**src/rtl/reg_writeback_pkg.sv**
```systemverilog
// Shared definitions for the tekito writeback stage: destination encodings,
// default datapath width and reset values.
package reg_writeback_pkg;

  // Destination select taken from instruction bits M[7:6]
  typedef enum logic [1:0] {
    DST_A    = 2'b00,
    DST_B    = 2'b01,
    DST_PORT = 2'b10,
    DST_PC   = 2'b11
  } dst_e;

  localparam int WIDTH_DEF = 4;

  // Reset values: PC start address, and the value that data registers
  // (A, B, PORT_DATA) and single-bit flags (C, PORT_VLD) clear to.
  localparam int   RESET_PC_DEF = 0;
  localparam int   RESET_REG    = 0;
  localparam logic RESET_FLAG   = 1'b0;

endpackage

```
**src/rtl/reg_writeback_if.sv**
```systemverilog
// Output-port handshake bundle.
// Handshake: the producer (master) raises PORT_VLD while PORT_DATA holds a
// value that has not yet been taken. The consumer (slave) raises PORT_ACK to
// take it. A transfer happens on every rising edge where PORT_VLD and PORT_ACK
// are both 1. PORT_ACK while PORT_VLD=0 has no effect.
interface reg_writeback_if #(
  parameter int WIDTH = 4
);
  logic [WIDTH-1:0] PORT_DATA;
  logic             PORT_VLD;
  logic             PORT_ACK;

  modport master (
    output PORT_DATA,
    output PORT_VLD,
    input  PORT_ACK
  );

  modport slave (
    input  PORT_DATA,
    input  PORT_VLD,
    output PORT_ACK
  );
endinterface

```
**src/rtl/reg_writeback_out_port_reg.sv**
```systemverilog
// Output-port latch. Holds PORT_DATA/PORT_VLD and produces the stall term.
// A new write is blocked only while an earlier value is still unacknowledged.
// When the earlier value is taken on the same edge, the new value replaces it
// immediately, so no bubble appears on the port.
module out_port_reg
  import reg_writeback_pkg::*;
#(
  parameter int WIDTH = WIDTH_DEF
) (
  input  logic             clk,
  input  logic             rst_n,
  input  logic             wr_req,
  input  logic [WIDTH-1:0] res,
  input  logic             port_ack,
  output logic [WIDTH-1:0] port_data,
  output logic             port_vld,
  output logic             stall
);

  logic [WIDTH-1:0] port_data_q, port_data_d;
  logic             port_vld_q, port_vld_d;
  logic             wr_retire;

  // Stall and next-state for the port latch; stall uses only registered
  // valid and current control inputs, never the data.
  always_comb begin
    stall       = wr_req & port_vld_q & ~port_ack;
    wr_retire   = wr_req & ~stall;
    port_data_d = port_data_q;
    port_vld_d  = port_vld_q;
    if (wr_retire) begin
      port_data_d = res;
      port_vld_d  = 1'b1;
    end else if (port_ack) begin
      port_vld_d  = 1'b0;
    end
  end

  // Port latch registers; reset discards any pending value.
  always_ff @(posedge clk) begin
    if (!rst_n) begin
      port_data_q <= WIDTH'(RESET_REG);
      port_vld_q  <= RESET_FLAG;
    end else begin
      port_data_q <= port_data_d;
      port_vld_q  <= port_vld_d;
    end
  end

  assign port_data = port_data_q;
  assign port_vld  = port_vld_q;

endmodule

```
**src/rtl/reg_writeback.sv**
```systemverilog
// Writeback stage behind the 4-bit adder: routes the adder result to A, B,
// the output port or the PC, keeps the carry flag and advances the PC.
module reg_writeback
  import reg_writeback_pkg::*;
#(
  parameter int WIDTH    = WIDTH_DEF,
  parameter int RESET_PC = RESET_PC_DEF
) (
  input  logic               CLK,
  input  logic               RST_N,
  input  logic               EN,
  input  logic [1:0]         DST,
  input  logic               COND,
  input  logic [WIDTH-1:0]   RES,
  input  logic               FLG,
  reg_writeback_if.master    port_if,
  output logic [WIDTH-1:0]   A,
  output logic [WIDTH-1:0]   B,
  output logic [WIDTH-1:0]   PC,
  output logic               C,
  output logic               STALL
);

  logic [WIDTH-1:0] a_q, a_d;
  logic [WIDTH-1:0] b_q, b_d;
  logic [WIDTH-1:0] pc_q, pc_d;
  logic             c_q, c_d;
  logic             port_wr_req;
  logic             port_stall;
  logic             retire;
  logic             jump_taken;

  // Port latch and the only source of stall.
  out_port_reg #(.WIDTH(WIDTH)) u_out_port_reg (
    .clk       (CLK),
    .rst_n     (RST_N),
    .wr_req    (port_wr_req),
    .res       (RES),
    .port_ack  (port_if.PORT_ACK),
    .port_data (port_if.PORT_DATA),
    .port_vld  (port_if.PORT_VLD),
    .stall     (port_stall)
  );

  // Next-state for A/B/C/PC; everything holds unless the instruction retires.
  always_comb begin
    port_wr_req = EN & (dst_e'(DST) == DST_PORT);
    retire      = EN & ~port_stall;
    // Jump-if-no-carry looks at the carry from the previous instruction.
    jump_taken  = ~COND | ~c_q;
    a_d         = a_q;
    b_d         = b_q;
    c_d         = c_q;
    pc_d        = pc_q;
    if (retire) begin
      c_d  = FLG;
      pc_d = pc_q + WIDTH'(1);
      case (dst_e'(DST))
        DST_A:    a_d = RES;
        DST_B:    b_d = RES;
        DST_PORT: ;
        DST_PC:   if (jump_taken) pc_d = RES;
        default:  ;
      endcase
    end
  end

  // Architectural registers.
  always_ff @(posedge CLK) begin
    if (!RST_N) begin
      a_q  <= WIDTH'(RESET_REG);
      b_q  <= WIDTH'(RESET_REG);
      c_q  <= RESET_FLAG;
      pc_q <= WIDTH'(RESET_PC);
    end else begin
      a_q  <= a_d;
      b_q  <= b_d;
      c_q  <= c_d;
      pc_q <= pc_d;
    end
  end

  assign A     = a_q;
  assign B     = b_q;
  assign C     = c_q;
  assign PC    = pc_q;
  assign STALL = port_stall;

endmodule
```
**src/flat_wrapper.sv**
```systemverilog
// flat-port wrapper written by rule: the top's interface ports become plain ports
module reg_writeback_flat import reg_writeback_pkg::*;
#(
  parameter int WIDTH    = WIDTH_DEF,
  parameter int RESET_PC = RESET_PC_DEF
)
  (CLK, RST_N, EN, DST, COND, RES, FLG, A, B, PC, C, STALL, port_if_PORT_DATA, port_if_PORT_VLD, port_if_PORT_ACK);
  reg_writeback_if #(.WIDTH(WIDTH)) port_if_i ();
  input  logic CLK;
  input  logic RST_N;
  input  logic EN;
  input  logic [1:0] DST;
  input  logic COND;
  input  logic [WIDTH-1:0] RES;
  input  logic FLG;
  output logic [WIDTH-1:0] A;
  output logic [WIDTH-1:0] B;
  output logic [WIDTH-1:0] PC;
  output logic C;
  output logic STALL;
  output wire logic [$bits(port_if_i.PORT_DATA)-1:0] port_if_PORT_DATA;
  output wire logic [$bits(port_if_i.PORT_VLD)-1:0] port_if_PORT_VLD;
  input wire logic [$bits(port_if_i.PORT_ACK)-1:0] port_if_PORT_ACK;
  assign port_if_PORT_DATA = port_if_i.PORT_DATA;
  assign port_if_PORT_VLD = port_if_i.PORT_VLD;
  assign port_if_i.PORT_ACK = port_if_PORT_ACK;
  reg_writeback #(.WIDTH(WIDTH), .RESET_PC(RESET_PC)) u_core (.CLK(CLK), .RST_N(RST_N), .EN(EN), .DST(DST), .COND(COND), .RES(RES), .FLG(FLG), .port_if(port_if_i), .A(A), .B(B), .PC(PC), .C(C), .STALL(STALL));
endmodule
```
**config.mk**
```make
export PLATFORM = sky130hd
export DESIGN_NAME = reg_writeback_flat
export DESIGN_NICKNAME = d
export VERILOG_FILES = /design/src/rtl/reg_writeback_pkg.sv /design/src/rtl/reg_writeback_if.sv /design/src/rtl/reg_writeback_out_port_reg.sv /design/src/rtl/reg_writeback.sv /design/src/flat_wrapper.sv
export SDC_FILE = /design/constraint.sdc
export NUM_CORES = 1
export LEC_CHECK = 0
export ABC_AREA = 1
export CELL_PAD_IN_SITES_DETAIL_PLACEMENT = 1
export CELL_PAD_IN_SITES_GLOBAL_PLACEMENT = 1
export CORE_ASPECT_RATIO = 1.1
export CORE_MARGIN = 2
export CORE_UTILIZATION = 31
export CTS_CLUSTER_DIAMETER = 100
export DETAILED_ROUTE_END_ITERATION = 7
export GPL_ROUTABILITY_DRIVEN = 0
export PLACE_DENSITY_LB_ADDON = 0.2
export RECOVER_POWER = 50
export SETUP_SLACK_MARGIN = 0.1
export SYNTH_ARGS = -nofsm -noshare
export SYNTH_HDL_FRONTEND = slang
export SYNTH_SLANG_ARGS = --single-unit
```
**constraint.sdc**
```tcl
create_clock -name CLK -period 3.2 [get_ports CLK]
set_clock_uncertainty 0.1 [all_clocks]
set_input_delay 0.32 -clock CLK [delete_from_list [all_inputs] [get_ports CLK]]
set_output_delay 0.32 -clock CLK [all_outputs]
set_load 0.01 [all_outputs]
```
# [Yosys cells after proc, flatten, opt, wreduce, memory -nomap -nowiden]
# Index checks and enable logic that the tools add are counted.
[classes] reduce_logical=4 n_addsub=1 n_bitwise=10 n_eq_ne=3 n_mux=4
[op_table] op="4-bit 2-to-1 mux" n=2
[op_table] op="1-bit AND" n=5
[op_table] op="4-bit by 1-bit adder with 4-bit output, second input constant" n=1
[op_table] op="2-bit equality test, second input constant" n=2
[op_table] op="1-bit NOT" n=4
[op_table] op="2-bit AND reduction" n=2
[op_table] op="2-bit by 1-bit equality test with 1-bit output, second input constant" n=1
[op_table] op="2-bit zero test" n=1
[op_table] op="1-bit 2-to-1 mux" n=2
[op_table] op="2-bit nonzero test" n=1
[op_table] op="1-bit OR" n=1
[word_totals] out_inout_bits=19 ff_bits=18 word_cells=28 input_bits=12

# [Depth between registers and ports, before layout]
[logic_depth] depth_word=7 depth_mapped=7 depth_no_buf=7

# [Cells and area by module]
# Synthesis repeated with hierarchy kept, for this count alone.
[unflattened] cells_unflattened=118 hier_area_um2=832.0
[by_module_without_submodules] module="reg_writeback" n_inst=1 area_per_inst_um2=609.3 seq_area_each_um2=260.2 cells_each=87
[by_module_without_submodules] module="out_port_reg" n_inst=1 area_per_inst_um2=222.7 seq_area_each_um2=100.1 cells_each=31

# [Worst setup path after synthesis]
# Ideal clock, no wire load.
[synth_timing] path_type="reg2out" from="register u_core.u_out_port_reg.port_vld_q (netlist: u_core.u_out_port_reg.port_vld)" to="output port STALL" arrival_ns=0.843 n_path_buf=0 path_slack_ns=1.937 path_stages_with_launch=5 required_ns=2.780 path_cell_list="dfxtp_1 inv_1 nor2_4 inv_1 nor2_1"
[synth_between] elab_chain_cells=2
[synth_lines] element="from (decl)" line="reg_writeback_out_port_reg.sv:21" text="logic port_vld_q, port_vld_d;"
[synth_lines] element="from (signal assigned)" line="reg_writeback_out_port_reg.sv:46" text="port_vld_q <= port_vld_d;"
[synth_lines] element="1-bit AND (2 in series)" line="reg_writeback_out_port_reg.sv:27" text="stall = wr_req & port_vld_q & ~port_ack;"
[synth_lines] element="to (decl)" line="flat_wrapper.sv:20" text="output logic STALL;"
# No other way between the ends.

# [Final worst setup path]
[layout_timing] from="input port DST[0]" to="output port STALL"
[layout_between] elab_chain_cells=4
[layout_lines] element="from (decl)" line="flat_wrapper.sv:12" text="input logic [1:0] DST;"
[layout_lines] element="2-bit equality test" line="reg_writeback.sv:47" text="port_wr_req = EN & (dst_e'(DST) == DST_PORT);"
[layout_lines] element="1-bit AND" line="reg_writeback.sv:47"
[layout_lines] element="1-bit AND (2 in series)" line="reg_writeback_out_port_reg.sv:27"
# No other way between the ends.

==> flow_metrics.tcl <==
set metrics [dict create \
    hp-class "flip-flop to flip-flop" \
    placed_area_sq_mm 0.00112 \
    cts_sinks 18 \
    nNetsFinal 152 \
    grt_pass1_vias 773 \
    worst_slack_ps 888 \
    final_common_cell "clkdlybuf4s50_1" \
    cts_hold_buf 0 \
    post-cts-setup-buffers 0 \
    min_period_ps 2310 \
    ys_seq_area_frac 0.456 \
    maxCapViolations 0 \
    wire_per_inst_um 11.7 \
    antenna_cells 0 \
    worst_pin_slew_ps 479 \
    dieWidth_um 52.1 \
    clk_pin_slew_ps 100 \
    drcViolationCount 0 \
    ys_types 19 \
    dp_hpwl_mm 1.54 \
    cp_slowest_cell "dlygate4sd3_1" \
    dpl_worst_slack_ps 998 \
    grt_setup_unrepaired "false" \
    die-area_sq_mm 0.00297 \
    synth_warnings 0 \
    cp-end-kind "output port" \
    drv_slew 0 \
    core_sq_mm 0.00245 \
    tritoncts "built" \
    crit_path_cell_trace "dlygate4sd3_1, inv_1, nand3_1, nor2_1, clkdlybuf4s50_1" \
    drt_iter0_drc 7 \
    ys_ff_latch 18 \
    final.setup.tns_ps 0 \
    worst_setup_path_start_kind "input port" \
    num_io_pins 31 \
    crit_fanout 5 \
    rows 19 \
    worstSkewPairLatency_ps 300 \
    fin_crit_sh 0.723 \
    final_cell_mix "clkdlybuf4s50_1 (28), inv_1 (19), dfxtp_1 (18), o21ai_0 (17), a21oi_1 (14)" \
    p_per_area_mw_per_mm2 420 \
    cellLeakagePower_nw 0.455 \
    die_y_um 56.9 \
    arrival_ps 1890 \
    numCtsBuffers 3 \
    syn_to_final_growth_pct 43.7 \
    port-buffer-count 30 \
    crit_family "buffers and inverters" \
    grt_pass1_wl_mm 3.52 \
    drive_above_1_share 0.0507 \
    dr_total_vias 803 \
    synth_area_sq_um 790 \
    syn-num-nets 118 \
    slew_headroom 0.680 \
    nFillCells 315 \
    critical-path-max-stage-delay_ps 600 \
    synth_cells 105 \
    antenna_found_initial 0 \
    critPathKind "input port to output port" \
    viasPerCell 4.75 \
    cts_resized 0 \
    ir_worst_vdd_uv 254 \
    cts_root_buf "clkbuf_4" \
    path_buf_inv 3 \
    cts_max_path_buffers 2 \
    fmax_mhz 432 \
    grt_max_degree 17 \
    outcome "complete, no violations" \
    grt_use_total 0.157 \
    initial_core_util 0.322 \
    drtPass1Iterations 3 \
    setup_viol 0 \
    design_area_sq_mm 0.00113 \
    final-hold-violation-count 0 \
    antenna_left 0 \
    drt_wl_total_mm 1.97 \
    grt.overflow.total 0 \
    avgSynthCellArea_sq_um 7.52 \
    required_ps 2780 \
    htreeDepth 1 \
]
-- worst paths after layout --
kind	end	slack, ps	start	cells after the start
hold reg to reg	u_core.B[2]$_SDFFE_PN0P_	350	u_core.B[2]$_SDFFE_PN0P_	2
setup / recovery	STALL	890	DST[0]	5
setup reg to reg	u_core.PC[0]$_SDFFE_PN0P_	1760	u_core.u_out_port_reg.port_vld$_SDFFE_PN0P_	6
hold / removal	u_core.B[2]$_SDFFE_PN0P_	350	u_core.B[2]$_SDFFE_PN0P_	2
-- worst reg2reg max path: stages (launching register included) --
cell and delay (ps):
dfxtp_1 330, inv_1 90, nor2_4 50, a21oi_1 410, inv_1 180, nor2_1 130, nor2_1 50
-- metal layers --
layer,share of wire,track usage,vias to the layer above
li1,-,-,404
met1,0.45,0.197,376
met2,0.49,0.259,19
met3,0.049,0.0236,4
met4,0.016,0.0789,0
met5,0,0,-
-- final cells by class --
| type | count | area, sq um | area share |
|---|---|---|---|
| clock buffers | 4 | 36.3 | 0.0320 |
| repair buffers | 30 | 300 | 0.265 |
| flip-flops and latches | 18 | 360 | 0.318 |
| inverters | 21 | 80.1 | 0.0706 |
| multi-input cells | 65 | 319 | 0.281 |
| well taps | 31 | 38.8 | 0.0342 |
-- kinds of logic (layout without fill, tap and decap cells) --
family / after synthesis / after routing / share of synthesized area
compound gates: 31 / 31 / 0.211
xor+xnor: 1 / 1 / 0.0111
fa+ha+maj: 1 / 1 / 0.0158
buf+inv: 22 / 55 / 0.106
flops: 18 / 18 / 0.456
simple gates: 32 / 32 / 0.200
-- synthesized netlist by cell type (all sizes together) --
cell type | number | area share
inv | 20 | 0.095
dfxtp | 18 | 0.46
o21ai | 17 | 0.11
a21oi | 14 | 0.10
nor2 | 11 | 0.074
nand2 | 10 | 0.048
nand3 | 8 | 0.057
nor3 | 2 | 0.013
clkbuf | 1 | 0.0047
clkinv | 1 | 0.0063
ha | 1 | 0.016
nand4 | 1 | 0.0079
xnor2 | 1 | 0.011
-- state kept, by name, indices dropped and copies added, names as in the netlist --
register,count
u_core.C,1
u_core.u_out_port_reg.port_data,4
u_core.B,4
u_core.u_out_port_reg.port_vld,1
u_core.A,4
u_core.PC,4
-- power by group --
group	total (W)	switching, W	internal (W)
Sequential	0.000247	0.00000948	0.000237
Clock	0.000142	0.0000725	0.0000694
Combinational	0.0000887	0.0000422	0.0000465
-- per-stage QoR --
step / instances / hold WS [ps] / total power [W] / utilization
6_report: 169 / 350 / 0.000477 / 0.463
5_1_grt: 169 / 374 / 0.000505 / 0.463
4_1_cts: 169 / 356 / 0.000488 / 0.474
3_5_place_dp: 165 / 339 / 0.000346 / 0.459
3_3_place_gp: 165 / 332 / 0.000343 / 0.459
2_1_floorplan: 105 / 355 / 0.000293 / -
No activity file was read; power rests on OpenSTA's default activity.
